--- config.mk ---
export PLATFORM = sky130hd
export DESIGN_NAME = uart_rx_stream
export DESIGN_NICKNAME = d
export VERILOG_FILES = /design/src/rtl/uart_rx_stream.sv
export SDC_FILE = /design/constraint.sdc
export NUM_CORES = 1
export LEC_CHECK = 0
export CELL_PAD_IN_SITES_DETAIL_PLACEMENT = 0
export CELL_PAD_IN_SITES_GLOBAL_PLACEMENT = 2
export CORE_ASPECT_RATIO = 0.7
export CORE_MARGIN = 2
export CORE_UTILIZATION = 38
export CTS_BUF_LIST = sky130_fd_sc_hd__clkbuf_2 sky130_fd_sc_hd__clkbuf_4 sky130_fd_sc_hd__clkbuf_8
export CTS_CLUSTER_SIZE = 30
export DETAILED_ROUTE_END_ITERATION = 10
export PLACE_DENSITY_LB_ADDON = 0.1
export SETUP_SLACK_MARGIN = 0.1
export SLEW_MARGIN = 10
export SYNTH_ARGS = -nofsm -noshare
export SYNTH_HDL_FRONTEND = slang
export SYNTH_SLANG_ARGS = --single-unit
export TNS_END_PERCENT = 1
--- constraint.sdc ---
create_clock -name clk -period 3.8 [get_ports clk]
set_input_delay 0.95 -clock clk [delete_from_list [all_inputs] [get_ports clk]]
set_output_delay 0.95 -clock clk [all_outputs]
set_load 0.01 [all_outputs]
--- src/rtl/uart_rx_stream.sv ---
// uart_rx_stream: parametrised UART receiver with parity/stop checking,
// error pulses and a small valid/ready output FIFO.
// Optional build macro UART_RX_MAJORITY_EN: each bit decision is the 2-of-3
// majority of synced rx at mid-1, mid and mid+1 (decided at mid+1).
module uart_rx_stream #(
    parameter int CLKS_PER_BIT = 32,
    parameter int DATA_BITS    = 8,
    parameter int PARITY_MODE  = 0,
    parameter int STOP_BITS    = 1,
    parameter int FIFO_DEPTH   = 4
) (
    input  logic                               clk,
    input  logic                               rstN,
    input  logic                               rx,
    output logic [DATA_BITS-1:0]               m_data,
    output logic                               m_valid,
    input  logic                               m_ready,
    output logic [$clog2(FIFO_DEPTH+1)-1:0]    fifo_count,
    output logic                               busy,
    output logic                               frame_err,
    output logic                               parity_err,
    output logic                               overrun
);

    localparam int TW = $clog2(CLKS_PER_BIT);
    localparam int IW = $clog2(DATA_BITS);
    localparam int AW = $clog2(FIFO_DEPTH);
    localparam int CW = $clog2(FIFO_DEPTH + 1);

`ifdef UART_RX_MAJORITY_EN
    localparam int SAMPLE_LAG = 1;
`else
    localparam int SAMPLE_LAG = 0;
`endif

    // Start sample at mid-bit (one cycle later when voting); later samples are one bit period apart.
    localparam logic [TW-1:0] T_START = TW'(CLKS_PER_BIT / 2 - 1 + SAMPLE_LAG);
    localparam logic [TW-1:0] T_BIT   = TW'(CLKS_PER_BIT - 1);

    typedef enum logic [2:0] {S_IDLE, S_START, S_DATA, S_PARITY, S_STOP} state_t;

    logic                 rx_s1_q, rx_s1_d;
    logic                 rx_s2_q, rx_s2_d;
    logic                 rx_prev_q, rx_prev_d;
    state_t               state_q, state_d;
    logic [TW-1:0]        timer_q, timer_d;
    logic [IW-1:0]        bit_idx_q, bit_idx_d;
    logic                 stop_idx_q, stop_idx_d;
    logic [DATA_BITS-1:0] shift_q, shift_d;
    logic                 par_flag_q, par_flag_d;
    logic                 frm_flag_q, frm_flag_d;
    logic                 frame_err_q, frame_err_d;
    logic                 parity_err_q, parity_err_d;
    logic                 overrun_q, overrun_d;
    logic                 busy_q, busy_d;
    logic [DATA_BITS-1:0] mem_q [FIFO_DEPTH];
    logic [DATA_BITS-1:0] mem_d [FIFO_DEPTH];
    logic [AW-1:0]        wr_ptr_q, wr_ptr_d;
    logic [AW-1:0]        rd_ptr_q, rd_ptr_d;
    logic [CW-1:0]        count_q, count_d;

    logic sample_bit;
    logic push, do_push, pop, full, frm_now, par_exp;

`ifdef UART_RX_MAJORITY_EN
    logic rx_old_q, rx_old_d;
    // 2-of-3 vote over the last three synced samples.
    always_comb begin
        rx_old_d   = rx_prev_q;
        sample_bit = (rx_s2_q & rx_prev_q) | (rx_s2_q & rx_old_q) | (rx_prev_q & rx_old_q);
    end
`else
    // Single mid-bit sample.
    always_comb begin
        sample_bit = rx_s2_q;
    end
`endif

    // Next-state logic for the receive FSM and the output FIFO.
    always_comb begin
        rx_s1_d      = rx;
        rx_s2_d      = rx_s1_q;
        rx_prev_d    = rx_s2_q;
        state_d      = state_q;
        timer_d      = timer_q + TW'(1);
        bit_idx_d    = bit_idx_q;
        stop_idx_d   = stop_idx_q;
        shift_d      = shift_q;
        par_flag_d   = par_flag_q;
        frm_flag_d   = frm_flag_q;
        frame_err_d  = 1'b0;
        parity_err_d = 1'b0;
        push         = 1'b0;
        frm_now      = frm_flag_q | ~sample_bit;
        par_exp      = (^shift_q) ^ (PARITY_MODE == 2);

        case (state_q)
            S_IDLE: begin
                timer_d = '0;
                if (rx_prev_q && !rx_s2_q) begin
                    state_d    = S_START;
                    par_flag_d = 1'b0;
                    frm_flag_d = 1'b0;
                end
            end
            S_START: begin
                if (timer_q == T_START) begin
                    timer_d   = '0;
                    bit_idx_d = '0;
                    state_d   = sample_bit ? S_IDLE : S_DATA;
                end
            end
            S_DATA: begin
                if (timer_q == T_BIT) begin
                    timer_d = '0;
                    shift_d = {sample_bit, shift_q[DATA_BITS-1:1]};
                    if (bit_idx_q == IW'(DATA_BITS - 1)) begin
                        stop_idx_d = 1'b0;
                        state_d    = (PARITY_MODE != 0) ? S_PARITY : S_STOP;
                    end else begin
                        bit_idx_d = bit_idx_q + IW'(1);
                    end
                end
            end
            S_PARITY: begin
                if (timer_q == T_BIT) begin
                    timer_d    = '0;
                    stop_idx_d = 1'b0;
                    state_d    = S_STOP;
                    if (sample_bit != par_exp) par_flag_d = 1'b1;
                end
            end
            S_STOP: begin
                if (timer_q == T_BIT) begin
                    timer_d = '0;
                    if (stop_idx_q == 1'(STOP_BITS - 1)) begin
                        state_d      = S_IDLE;
                        frame_err_d  = frm_now;
                        parity_err_d = par_flag_q;
                        push         = ~frm_now & ~par_flag_q;
                    end else begin
                        frm_flag_d = frm_now;
                        stop_idx_d = 1'b1;
                    end
                end
            end
            default: state_d = S_IDLE;
        endcase

        busy_d = (state_d != S_IDLE);

        // A pop at full frees the slot the simultaneous push needs.
        full      = (count_q == CW'(FIFO_DEPTH));
        pop       = (count_q != '0) & m_ready;
        do_push   = push & (~full | pop);
        overrun_d = push & full & ~pop;

        mem_d    = mem_q;
        wr_ptr_d = wr_ptr_q;
        rd_ptr_d = rd_ptr_q;
        if (do_push) begin
            mem_d[wr_ptr_q] = shift_q;
            wr_ptr_d        = wr_ptr_q + AW'(1);
        end
        if (pop) rd_ptr_d = rd_ptr_q + AW'(1);
        count_d = count_q + CW'(do_push) - CW'(pop);
    end

    // State registers with synchronous active-low reset.
    always_ff @(posedge clk) begin
        if (!rstN) begin
            rx_s1_q      <= 1'b1;
            rx_s2_q      <= 1'b1;
            rx_prev_q    <= 1'b1;
`ifdef UART_RX_MAJORITY_EN
            rx_old_q     <= 1'b1;
`endif
            state_q      <= S_IDLE;
            timer_q      <= '0;
            bit_idx_q    <= '0;
            stop_idx_q   <= 1'b0;
            shift_q      <= '0;
            par_flag_q   <= 1'b0;
            frm_flag_q   <= 1'b0;
            frame_err_q  <= 1'b0;
            parity_err_q <= 1'b0;
            overrun_q    <= 1'b0;
            busy_q       <= 1'b0;
            mem_q        <= '{default: '0};
            wr_ptr_q     <= '0;
            rd_ptr_q     <= '0;
            count_q      <= '0;
        end else begin
            rx_s1_q      <= rx_s1_d;
            rx_s2_q      <= rx_s2_d;
            rx_prev_q    <= rx_prev_d;
`ifdef UART_RX_MAJORITY_EN
            rx_old_q     <= rx_old_d;
`endif
            state_q      <= state_d;
            timer_q      <= timer_d;
            bit_idx_q    <= bit_idx_d;
            stop_idx_q   <= stop_idx_d;
            shift_q      <= shift_d;
            par_flag_q   <= par_flag_d;
            frm_flag_q   <= frm_flag_d;
            frame_err_q  <= frame_err_d;
            parity_err_q <= parity_err_d;
            overrun_q    <= overrun_d;
            busy_q       <= busy_d;
            mem_q        <= mem_d;
            wr_ptr_q     <= wr_ptr_d;
            rd_ptr_q     <= rd_ptr_d;
            count_q      <= count_d;
        end
    end

    assign m_data     = mem_q[rd_ptr_q];
    assign m_valid    = (count_q != '0);
    assign fifo_count = count_q;
    assign busy       = busy_q;
    assign frame_err  = frame_err_q;
    assign parity_err = parity_err_q;
    assign overrun    = overrun_q;

endmodule

## Word level (Yosys, flattened, before mapping)

Cells that the tools add are included.

- Add/sub/neg operators: 6
- Magnitude comparators: 3
- Equality and inequality tests: 18
- Multiplexer cells: 38
- Bitwise operators: 17
- Reductions and logical operators: 18

Operator list:

| cell | count |
|---|---|
| bitwise mux 32 bit | 1 |
| two-way mux 3 bit | 10 |
| two-way mux 8 bit | 3 |
| != test 2 bit, second input constant | 9 |
| binary-select mux 8 bit (select 2 bit) | 1 |
| demux 8 bit (select 2 bit) | 1 |
| one-hot mux 3 bit (5 select lines) | 1 |
| one-hot mux 5 bit (3 select lines) | 1 |
| two-way mux 1 bit | 13 |
| AND reduction 4 bit | 3 |
| two-way mux 5 bit | 2 |
| == test 3 bit, second input constant | 3 |
| nonzero test 3 bit | 3 |
| inverter 1 bit | 8 |
| parity 8 bit | 1 |
| == test 3 x 2 -> 1 bit, second input constant | 2 |
| greater-or-equal comparator 3 bit, second input constant | 2 |
| inverter 2 -> 3 bit | 2 |
| one-hot mux 3 bit (2 select lines) | 1 |
| nonzero test 2 bit | 3 |
| adder 5 x 1 -> 5 bit, second input constant | 1 |
| AND 1 bit | 5 |
| == test 5 x 4 -> 1 bit, second input constant | 1 |
| == test 5 bit, second input constant | 1 |
| other kinds (18) | 22 |

- Register bits: 68
- Bits of input ports: 4
- Output and inout port bits: 16
- Logic and storage cells: 121

## Longest topological paths before layout

Gate-level depths: netlist (run 1).

- Depth in word-level cells: 10
- Gate-level depth with buffers: 15
- Mapped depth without buffers: 13

## Least setup slack after synthesis (run 1)

Ideal clock, no wire load.

- Path type: flip-flop to flip-flop
- Start point: reg timer_q[0]
- End point: reg count_q[2] (netlist: fifo_count[2])
- Setup time: 115 ps
- Arrival: 2,943 ps
- Data required time: 3,685 ps
- Path slack: 742 ps
- Stages on the path, launching flop included: 16
- Buffers on the path: 2
- Clock period less this slack: 3,058 ps
- Path through: dfxtp_1 -> ha_1 -> and3_1 -> ha_1 -> and4bb_1 -> nor4b_2 -> buf_4 -> buf_6 -> inv_2 -> ha_1 -> inv_1 -> ha_1 -> fa_1 -> xnor2_1 -> xnor2_1 -> and2_1

- Word-level cells in the longest chain between the ends: 6

RTL lines:

| item | line | RTL |
|---|---|---|
| start: declaration | 46 | `logic [TW-1:0] timer_q, timer_d;` |
| start signal: assignment | 201 | `timer_q <= timer_d;` |
| == test 5 bit | 134 | `if (timer_q == T_BIT) begin` |
| two-way mux 1 bit | 134 |  |
| two-way mux 1 bit | 97 | `case (state_q)` |
| AND 1 bit | 155 | `do_push = push & (~full \| pop);` |
| adder 3 x 1 -> 3 bit | 166 | `count_d = count_q + CW'(do_push) - CW'(pop);` |
| subtractor 3 x 1 -> 3 bit | 166 |  |
| end signal: assignment | 214 | `count_q <= count_d;` |
| end: declaration | 60 | `logic [CW-1:0] count_q, count_d;` |

No other way between the ends.
A chain may end at the register's enable or synchronous reset.

## Worst setup path in the final report (run 1)

- Start point: reg rd_ptr_q[0]
- End point: out m_data[4]

- Word-level cells in the longest chain between the ends: 4

RTL lines:

| item | line | RTL |
|---|---|---|
| start: declaration | 59 | `logic [AW-1:0] rd_ptr_q, rd_ptr_d;` |
| start signal: assignment | 213 | `rd_ptr_q <= rd_ptr_d;` |
| inverter 2 -> 3 bit (not written as such) | 218 | `assign m_data = mem_q[rd_ptr_q];` |
| binary-select mux 8 bit (select 2 bit) | 218 |  |
| two-way mux 8 bit (not written as such) (2 in a row) | 218 |  |
| end: declaration | 15 | `output logic [DATA_BITS-1:0] m_data,` |

No other way between the ends. The select of a mux whose other input is x is not followed.

==> results of run 1 <==
## critical path: stages, from the launching register on
cell and delay [ps]:
sky130_fd_sc_hd__dfxtp_1 780, sky130_fd_sc_hd__mux4_2 610, sky130_fd_sc_hd__clkdlybuf4s50_1 510
## power by group
| part | internal [mW] | switching [mW] |
|---|---|---|
| combinational | 0.133 | 0.0811 |
| sequential | 0.728 | 0.0586 |
| clock | 0.322 | 0.265 |
## cell type report
cell class | instances | area share
multi-input cells | 239 | 0.4603
flip-flops and latches | 67 | 0.3747
repair buffers | 22 | 0.05942
clock buffers | 15 | 0.05418
well taps | 101 | 0.03530
inverters | 14 | 0.01468
clock inverters | 1 | 0.001398
## path summary, 6_finish.rpt
kind,from,to,slack (ps),depth (start not counted)
hold reg to reg,rx_s1_q$_SDFF_PN1_,rx_prev_d$_SDFF_PN1_,420,1
setup reg to reg,timer_q[0]$_SDFF_PN0_,fifo_count[2]$_SDFF_PN0_,840,13
setup / recovery,rd_ptr_q[0]$_SDFFE_PN0P_,m_data[4],600,2
hold / removal,rx_s1_q$_SDFF_PN1_,rx_prev_d$_SDFF_PN1_,420,1
## layer usage
metal | vias to the layer above | wire length (µm) | global-route usage | part of all wire
li1 | 1179 | - | - | -
met4 | 0 | 50 | 0.04756 | 0.0071
met1 | 1090 | 3705 | 0.2464 | 0.53
met3 | 4 | 334 | 0.06642 | 0.048
met5 | - | 0 | 0 | 0
met2 | 42 | 2937 | 0.2485 | 0.42
## layout by cell type (no fill, tap or decap), types with 6 or more instances in the layout
cell and n:
sky130_fd_sc_hd__dfxtp_1 67, sky130_fd_sc_hd__nand2_1 60, sky130_fd_sc_hd__nand3_1 35, sky130_fd_sc_hd__a21boi_1 33, sky130_fd_sc_hd__clkdlybuf4s50_1 19, sky130_fd_sc_hd__ha_1 13, sky130_fd_sc_hd__clkbuf_8 13, sky130_fd_sc_hd__inv_1 12
sky130_fd_sc_hd__xnor2_1 12, sky130_fd_sc_hd__nor2_1 11, sky130_fd_sc_hd__and2_1 9, sky130_fd_sc_hd__mux4_2 8, sky130_fd_sc_hd__a21boi_0 8, sky130_fd_sc_hd__nand2b_1 6
## flip-flops by register name (all words and copies together) (netlist names)
signal	count
mem_q	32
shift_q	8
timer_q	5
bit_idx_q	3
fifo_count	3
state_q	3
rd_ptr_q	2
wr_ptr_q	2
busy	1
frame_err	1
frm_flag_q	1
overrun	1
par_flag_q	1
parity_err	1
rx_prev_d	1
rx_prev_q	1
rx_s1_q	1
## cell families after synthesis
| logic type | count (synthesis) | share of synthesized area |
|---|---|---|
| simple gates | 144 | 0.2253 |
| compound gates | 54 | 0.1248 |
| buf+inv | 39 | 0.05363 |
| xor+xnor | 14 | 0.03894 |
| mux | 13 | 0.07350 |
| flops | 67 | 0.4259 |
| fa+ha+maj | 14 | 0.05801 |
==> results_tabular.tex, run 1 <==
\begin{tabular}{lr}
\hline
Metric & Value \\
\hline
\multicolumn{2}{l}{\textbf{Route}} \\
\quad Antenna-violating nets left & 0 \\
\quad Sum of routed wire length over all layers & 7027 µm \\
\quad Via count & 2315 \\
\quad Detail-routed net length per standard cell & 15.31 µm \\
\quad Post-route DRC & 0 \\
\quad Total iterations of the first detailed-routing run & 6 \\
\quad Average via count per standard cell & approximately 5.0 \\
\quad Violation count after the first detailed-route iteration & 119 \\
\multicolumn{2}{l}{\textbf{Clocking}} \\
\quad Sinks on Clock Net & 67 \\
\quad CTS clk-pin slew, worst paths & approximately 70 ps \\
\quad Count of buffers added by post-CTS timing repair for setup & 0 \\
\quad Root Buffer & sky130\_fd\_sc\_hd\_\_clkbuf\_8 \\
\quad Post-CTS sizing & 0 \\
\quad CTS tree & yes \\
\quad Worst-Skew Late Latency & roughly 350 ps \\
\quad Total clock buffers created by CTS & 9 \\
\quad Clock Path Buffers & 2 \\
\quad CTS H-tree lvls & 3 \\
\quad Number of buffers inserted for hold repair after clock tree synthesis & 0 \\
\multicolumn{2}{l}{\textbf{Yosys}} \\
\quad Synthesized area & 3149 µm² \\
\quad Most area-hungry cell type in the Yosys netlist & sky130\_fd\_sc\_hd\_\_dfxtp\_1 \\
\quad Number of instances in the synthesized netlist & roughly 350 \\
\quad Sequential element share of the synthesized area & 0.4259 \\
\quad Top cells by count, synth & sky130\_fd\_sc\_hd\_\_dfxtp\_1 (67), sky130\_fd\_sc\_hd\_\_nand2\_1 (60), sky130\_fd\_sc\_hd\_\_nand3\_1 (35) \\
\quad Count of cell types in the netlist & 43 \\
\quad Syn\_area\_per\_cell & roughly 9 µm² \\
\quad Fraction of post-synthesis cell area in the top cell type by area & 0.4259 \\
\quad Count of yosys warnings during synthesis & 0 \\
\quad Top-count cell post-synth & sky130\_fd\_sc\_hd\_\_dfxtp\_1 \\
\quad Cell types with the largest area share after synthesis & sky130\_fd\_sc\_hd\_\_dfxtp\_1 (43\%), sky130\_fd\_sc\_hd\_\_a21boi\_1 (7.9\%), sky130\_fd\_sc\_hd\_\_nand2\_1 (7.2\%) \\
\quad Most used DFF post-synth & sky130\_fd\_sc\_hd\_\_dfxtp\_1 \\
\quad Flip-flop and latch count after synthesis & 67 \\
\quad Net Count, Synth & approximately 360 \\
\quad Number of synthesized flops with an enable pin & 0 \\
\quad Proportion of synthesized flip-flops having asynchronous set or reset & 0 \\
\multicolumn{2}{l}{\textbf{Finish}} \\
\quad Area grow syn2layout & 13.67\% \\
\quad ANT cells & 0 \\
\quad Post-layout instance area & roughly 3600 µm² \\
\quad Filler instances & roughly 780 \\
\quad Proportion of layout cells with a drive suffix above 1 & 0.09218 \\
\quad Post-layout nets & 371 \\
\quad Share of the core filled with cells & 0.4509 \\
\quad Area of the multi-input gates & around 1600 µm² \\
\quad Count of non-filler cells in the finished layout & 459 \\
\quad Register cell area after layout & 1341 µm² \\
\multicolumn{2}{l}{\textbf{Timing}} \\
\quad Smallest hold slack & $\sim$420 ps \\
\quad Period utilization & 0.8418 \\
\quad Final Critical Period & between 3000 and 4000 ps \\
\quad Maximum clock frequency & around 310 MHz \\
\quad Final setup skew & 5.723 ps \\
\quad Number of pins exceeding their max-slew limit in the final report & 0 \\
\quad Setup TNS Final & 0 ps \\
\quad Final Worst Setup Slack & $\sim$600 ps \\
\quad Setup repair after global routing missed its margin & no \\
\quad Total count of hold-check failures in the final report & 0 \\
\quad Final-report setup violation count & 0 \\
\quad Relative max-transition margin & 0.5267 \\
\quad Worst slew pin tran & roughly 710 ps \\
\multicolumn{2}{l}{\textbf{Setup path}} \\
\quad Kind of start point of the critical path & register \\
\quad Worst endpoint required time & between 2000 and 3000 ps \\
\quad Critical path class & register to output port \\
\quad Worst EP arrival & approximately 2300 ps \\
\quad Maximum fanout count along the critical path & 10 \\
\quad CP Capture Type & output port \\
\multicolumn{2}{l}{\textbf{Place}} \\
\quad Number of placed cells counting well taps & 443 \\
\quad HPWL reported at the end of detailed placement & around 4800 µm \\
\quad Count of input and output buffers & 19 \\
\quad Placed cell areas & approximately 3400 µm² \\
\quad Gpl congestion & between 0.7 and 0.8 \\
\quad Pre-CTS setup slack & 554.3 ps \\
\multicolumn{2}{l}{\textbf{Global route}} \\
\quad Antenna violations before repair & 0 \\
\quad All-Layer GR Usage & 0.1748 \\
\quad Largest net degree at the start of global routing & 39 \\
\quad First-pass GRT wire length & 12010 µm \\
\quad Overflow left after global routing & 0 \\
\quad Number of global-route vias before repair & between 2000 and 2500 \\
\multicolumn{2}{l}{\textbf{Power}} \\
\quad Power, Total & 1.588 mW \\
\quad Static Leakage & 1.226 nW \\
\quad Power per cell area & roughly 440 nW/µm² \\
\quad Peak supply drop & between 0.2 and 0.3 mV \\
\multicolumn{2}{l}{\textbf{Die}} \\
\quad Die ar. & around 9000 µm² \\
\quad Core ar. & a little under 8000 µm² \\
\quad Ports placed on the boundary & 20 \\
\quad Height of the die & 80.17 µm \\
\quad Count of standard-cell rows & 27 \\
\quad Starting Density & 0.3967 \\
\quad Width of the die & 112.8 µm \\
\multicolumn{2}{l}{\textbf{Min path}} \\
\quad Min-delay worst type & register to register \\
\multicolumn{2}{l}{\textbf{Run status}} \\
\quad Run status & finished, final reports clean \\
\multicolumn{2}{l}{\textbf{Flow run}} \\
\quad Max Cap Violations & 0 \\
\hline
\end{tabular}
(Power assumes the default switching activity.)
==> inputs of run 2 (changes only) <==
Settings changed: CORE_UTILIZATION 38 to 35.
Clock period 3.8 ns to 2.75 ns, I/O delays scaled along.
==> run 2 against run 1 <==
Compared with the run above:
- design area increased by 7.0%
- via count up 3.1%
- utilization down 0.48 points
- largest power group unchanged
==> results_tabular.tex, run 2 (same netlist as run 1, synthesis figures left out) <==
\begin{tabular}{lr}
\hline
Metric & Value \\
\hline
\multicolumn{2}{l}{\textbf{Place}} \\
\quad Count of input and output buffers & 19 (unchanged) \\
\quad Number of placed cells counting well taps & 479 (+8.1\%) \\
\quad HPWL reported at the end of detailed placement & 4912 µm (+3.2\%) \\
\quad Placed cell areas & 3600 µm² (+6.5\%) \\
\quad Gpl congestion & 0.7304 (-1.1\%) \\
\multicolumn{2}{l}{\textbf{Finish}} \\
\quad Regs by FF count & mem\_q: 32 flops, shift\_q: 8 flops, timer\_q: 5 flops \\
\quad Largest Register & mem\_q \\
\quad Share of the core filled with cells & 0.4461 (-0.004842) \\
\quad Leading cell type in the layout, fill and taps excluded & sky130\_fd\_sc\_hd\_\_dfxtp\_1 \\
\quad Commonest cells after routing, fill and taps aside & sky130\_fd\_sc\_hd\_\_dfxtp\_1 (64), sky130\_fd\_sc\_hd\_\_nand2\_1 (60), sky130\_fd\_sc\_hd\_\_nand3\_1 (35), sky130\_fd\_sc\_hd\_\_a21boi\_1 (33), sky130\_fd\_sc\_hd\_\_buf\_4 (25) \\
\quad Area grow syn2layout & 21.57\% \\
\quad Proportion of layout cells with a drive suffix above 1 & 0.1759 (+0.08367) \\
\quad Post-layout nets & 394 (+6.2\%) \\
\quad Number of flip-flops under the largest register name & 32 (unchanged) \\
\quad Count of non-filler cells in the finished layout & 501 (+9.2\%) \\
\quad Post-layout instance area & 3829 µm² (+7.0\%) \\
\quad ANT cells & 0 (unchanged) \\
\multicolumn{2}{l}{\textbf{Setup path}} \\
\quad Worst Reg2Reg Path Length in Cells & 13 (unchanged) \\
\quad Timing startpoint of the critical path & timer\_q[0]\$\_SDFF\_PN0\_ \\
\quad Maximum fanout count along the critical path & 2 (-8) \\
\quad Reg-to-reg endpoint & fifo\_count[2]\$\_SDFF\_PN0\_ \\
\quad CP Capture Type & register \\
\quad Reg-to-reg slack, setup & 100 ps (-740 ps) \\
\quad Endpoint of the worst setup timing path & fifo\_count[2]\$\_SDFF\_PN0\_ \\
\quad Kind of start point of the critical path & register \\
\quad Worst EP arrival & 2890 ps (+640 ps) \\
\quad Worst endpoint required time & 2990 ps (+140 ps) \\
\quad Critical path class & register to register \\
\quad Reg-to-Reg Start & timer\_q[0]\$\_SDFF\_PN0\_ \\
\multicolumn{2}{l}{\textbf{Clocking}} \\
\quad Total clock buffers created by CTS & 9 (unchanged) \\
\quad Clock Path Buffers & 2 (unchanged) \\
\quad Root Buffer & sky130\_fd\_sc\_hd\_\_clkbuf\_8 \\
\quad CTS tree & yes \\
\quad Sinks on Clock Net & 67 (unchanged) \\
\quad CTS H-tree lvls & 3 (unchanged) \\
\quad CTS clk-pin slew, worst paths & 70 ps (about the same) \\
\quad Worst-Skew Late Latency & 340 ps (about the same) \\
\quad Number of buffers inserted for hold repair after clock tree synthesis & 0 (unchanged) \\
\multicolumn{2}{l}{\textbf{Route}} \\
\quad Sum of routed wire length over all layers & 7124 µm (+1.4\%) \\
\quad Violation count after the first detailed-route iteration & 103 (-13\%) \\
\quad Via count & 2387 (+3.1\%) \\
\quad Post-route DRC & 0 (unchanged) \\
\quad Antenna-violating nets left & 0 (unchanged) \\
\quad Total iterations of the first detailed-routing run & 4 (-2) \\
\quad Average via count per standard cell & 4.764 (-5.5\%) \\
\quad Detail-routed net length per standard cell & 14.22 µm (-7.1\%) \\
\multicolumn{2}{l}{\textbf{Power}} \\
\quad Static Leakage & 1.324 nW (+8.0\%) \\
\quad Power per cell area & 572.8 nW/µm² (+29\%) \\
\quad Power, Total & 2.193 mW (+38\%) \\
\quad Peak supply drop & 0.4806 mV (+86\%) \\
\multicolumn{2}{l}{\textbf{Timing}} \\
\quad Worst slew pin tran & 569.3 ps (-139.7 ps) \\
\quad Setup repair after global routing missed its margin & yes \\
\quad Final setup skew & 5.864 ps (+0.1406 ps) \\
\quad Final-report setup violation count & 0 (unchanged) \\
\quad Number of pins exceeding their max-slew limit in the final report & 0 (unchanged) \\
\quad Relative max-transition margin & 0.6184 (+0.09174) \\
\quad Maximum clock frequency & 377.4 MHz \\
\quad Total count of hold-check failures in the final report & 0 (unchanged) \\
\quad Final Critical Period & 2649 ps \\
\quad Setup TNS Final & 0 ps (unchanged) \\
\quad Period utilization & 0.9634 \\
\multicolumn{2}{l}{\textbf{Global route}} \\
\quad First-pass GRT wire length & 11910 µm (-0.81\%) \\
\quad Antenna violations before repair & 0 (unchanged) \\
\quad Overflow left after global routing & 0 (unchanged) \\
\quad All-Layer GR Usage & 0.1565 (-0.01825) \\
\quad Largest net degree at the start of global routing & 44 (+13\%) \\
\quad Number of global-route vias before repair & 2257 (-0.66\%) \\
\multicolumn{2}{l}{\textbf{Die}} \\
\quad Starting Density & 0.3669 (-0.02978) \\
\quad Width of the die & 117.4 µm (+4.0\%) \\
\quad Count of standard-cell rows & 28 (+3.7\%) \\
\quad Height of the die & 83.37 µm (+4.0\%) \\
\quad Core ar. & 8583 µm² (+8.1\%) \\
\quad Die ar. & 9785 µm² (+8.2\%) \\
\quad Ports placed on the boundary & 20 (unchanged) \\
\multicolumn{2}{l}{\textbf{Min path}} \\
\quad Critical hold path startpoint & rx\_s1\_q\$\_SDFF\_PN1\_ \\
\quad Min-delay worst type & register to register \\
\multicolumn{2}{l}{\textbf{Run status}} \\
\quad Run status & finished, final reports clean \\
\multicolumn{2}{l}{\textbf{Flow run}} \\
\quad Max Cap Violations & 0 (unchanged) \\
\hline
\end{tabular}
[run 2: through the flow]
step | hold slack, ps | setup slack, ps
final | 414.5 | 100.6
after global routing | 453.4 | -12.51
after CTS | 419.4 | 80.20
after detailed placement | 401.4 | -232.6
after global placement | 398.2 | -196.5
after floorplan | 386.3 | -126.2
[run 2: critical path: stages (launching register included)]
cell                       delay (ps)
sky130_fd_sc_hd__dfxtp_2          350
sky130_fd_sc_hd__ha_4             130
sky130_fd_sc_hd__and3_4           190
sky130_fd_sc_hd__ha_4             130
sky130_fd_sc_hd__and4bb_1         230
sky130_fd_sc_hd__nor4b_4          230
sky130_fd_sc_hd__inv_2             70
sky130_fd_sc_hd__ha_4             260
sky130_fd_sc_hd__inv_2             40
sky130_fd_sc_hd__ha_4             140
sky130_fd_sc_hd__fa_2             340
sky130_fd_sc_hd__xnor2_2          140
sky130_fd_sc_hd__xnor2_1          120
sky130_fd_sc_hd__and2_1           150
[run 2: what timing repair did]
item,in CTS,in global routing
pin swaps,5,0
buffers inserted,6,0
resized for setup,0,2
endpoints found under the setup margin,1,9
[run 2: layout make-up]
cell class                      count  area [µm²]
Clock buffer                       12       152.6
Multi-Input combinational cell    239        1713
Timing Repair Buffer               45       389.1
Clock inverter                      4       26.28
Inverter                           14       52.55
Sequential cell                    67        1345
Fill cell                         879        4755
Tap cell                          120       150.1
[run 2: where the power goes]
group          switching (mW)  internal [mW]  total, mW
sequential             0.0431           1.01       1.05
combinational           0.171          0.229      0.400
clock                   0.373          0.370      0.744
total                   0.588           1.61       2.19
[run 2: worst min-delay path by stage]
| stage | endpoint | slack [ps] | cells after the start |
|---|---|---|---|
| floorplan | rx_prev_d$_SDFF_PN1_ | 390 | 1 |
| global placement | rx_prev_d$_SDFF_PN1_ | 400 | 1 |
| detailed placement | rx_prev_d$_SDFF_PN1_ | 400 | 1 |
| CTS | rx_prev_d$_SDFF_PN1_ | 420 | 1 |
| global route | rx_prev_d$_SDFF_PN1_ | 450 | 1 |
| finish | rx_prev_d$_SDFF_PN1_ | 410 | 1 |
[run 2: layer usage]
metal,track usage,vias up,wire [µm]
li1,-,1221,-
met1,0.2368,1122,3865
met2,0.2095,35,2831
met3,0.04808,9,340
met4,0.04600,0,87
met5,0,-,0
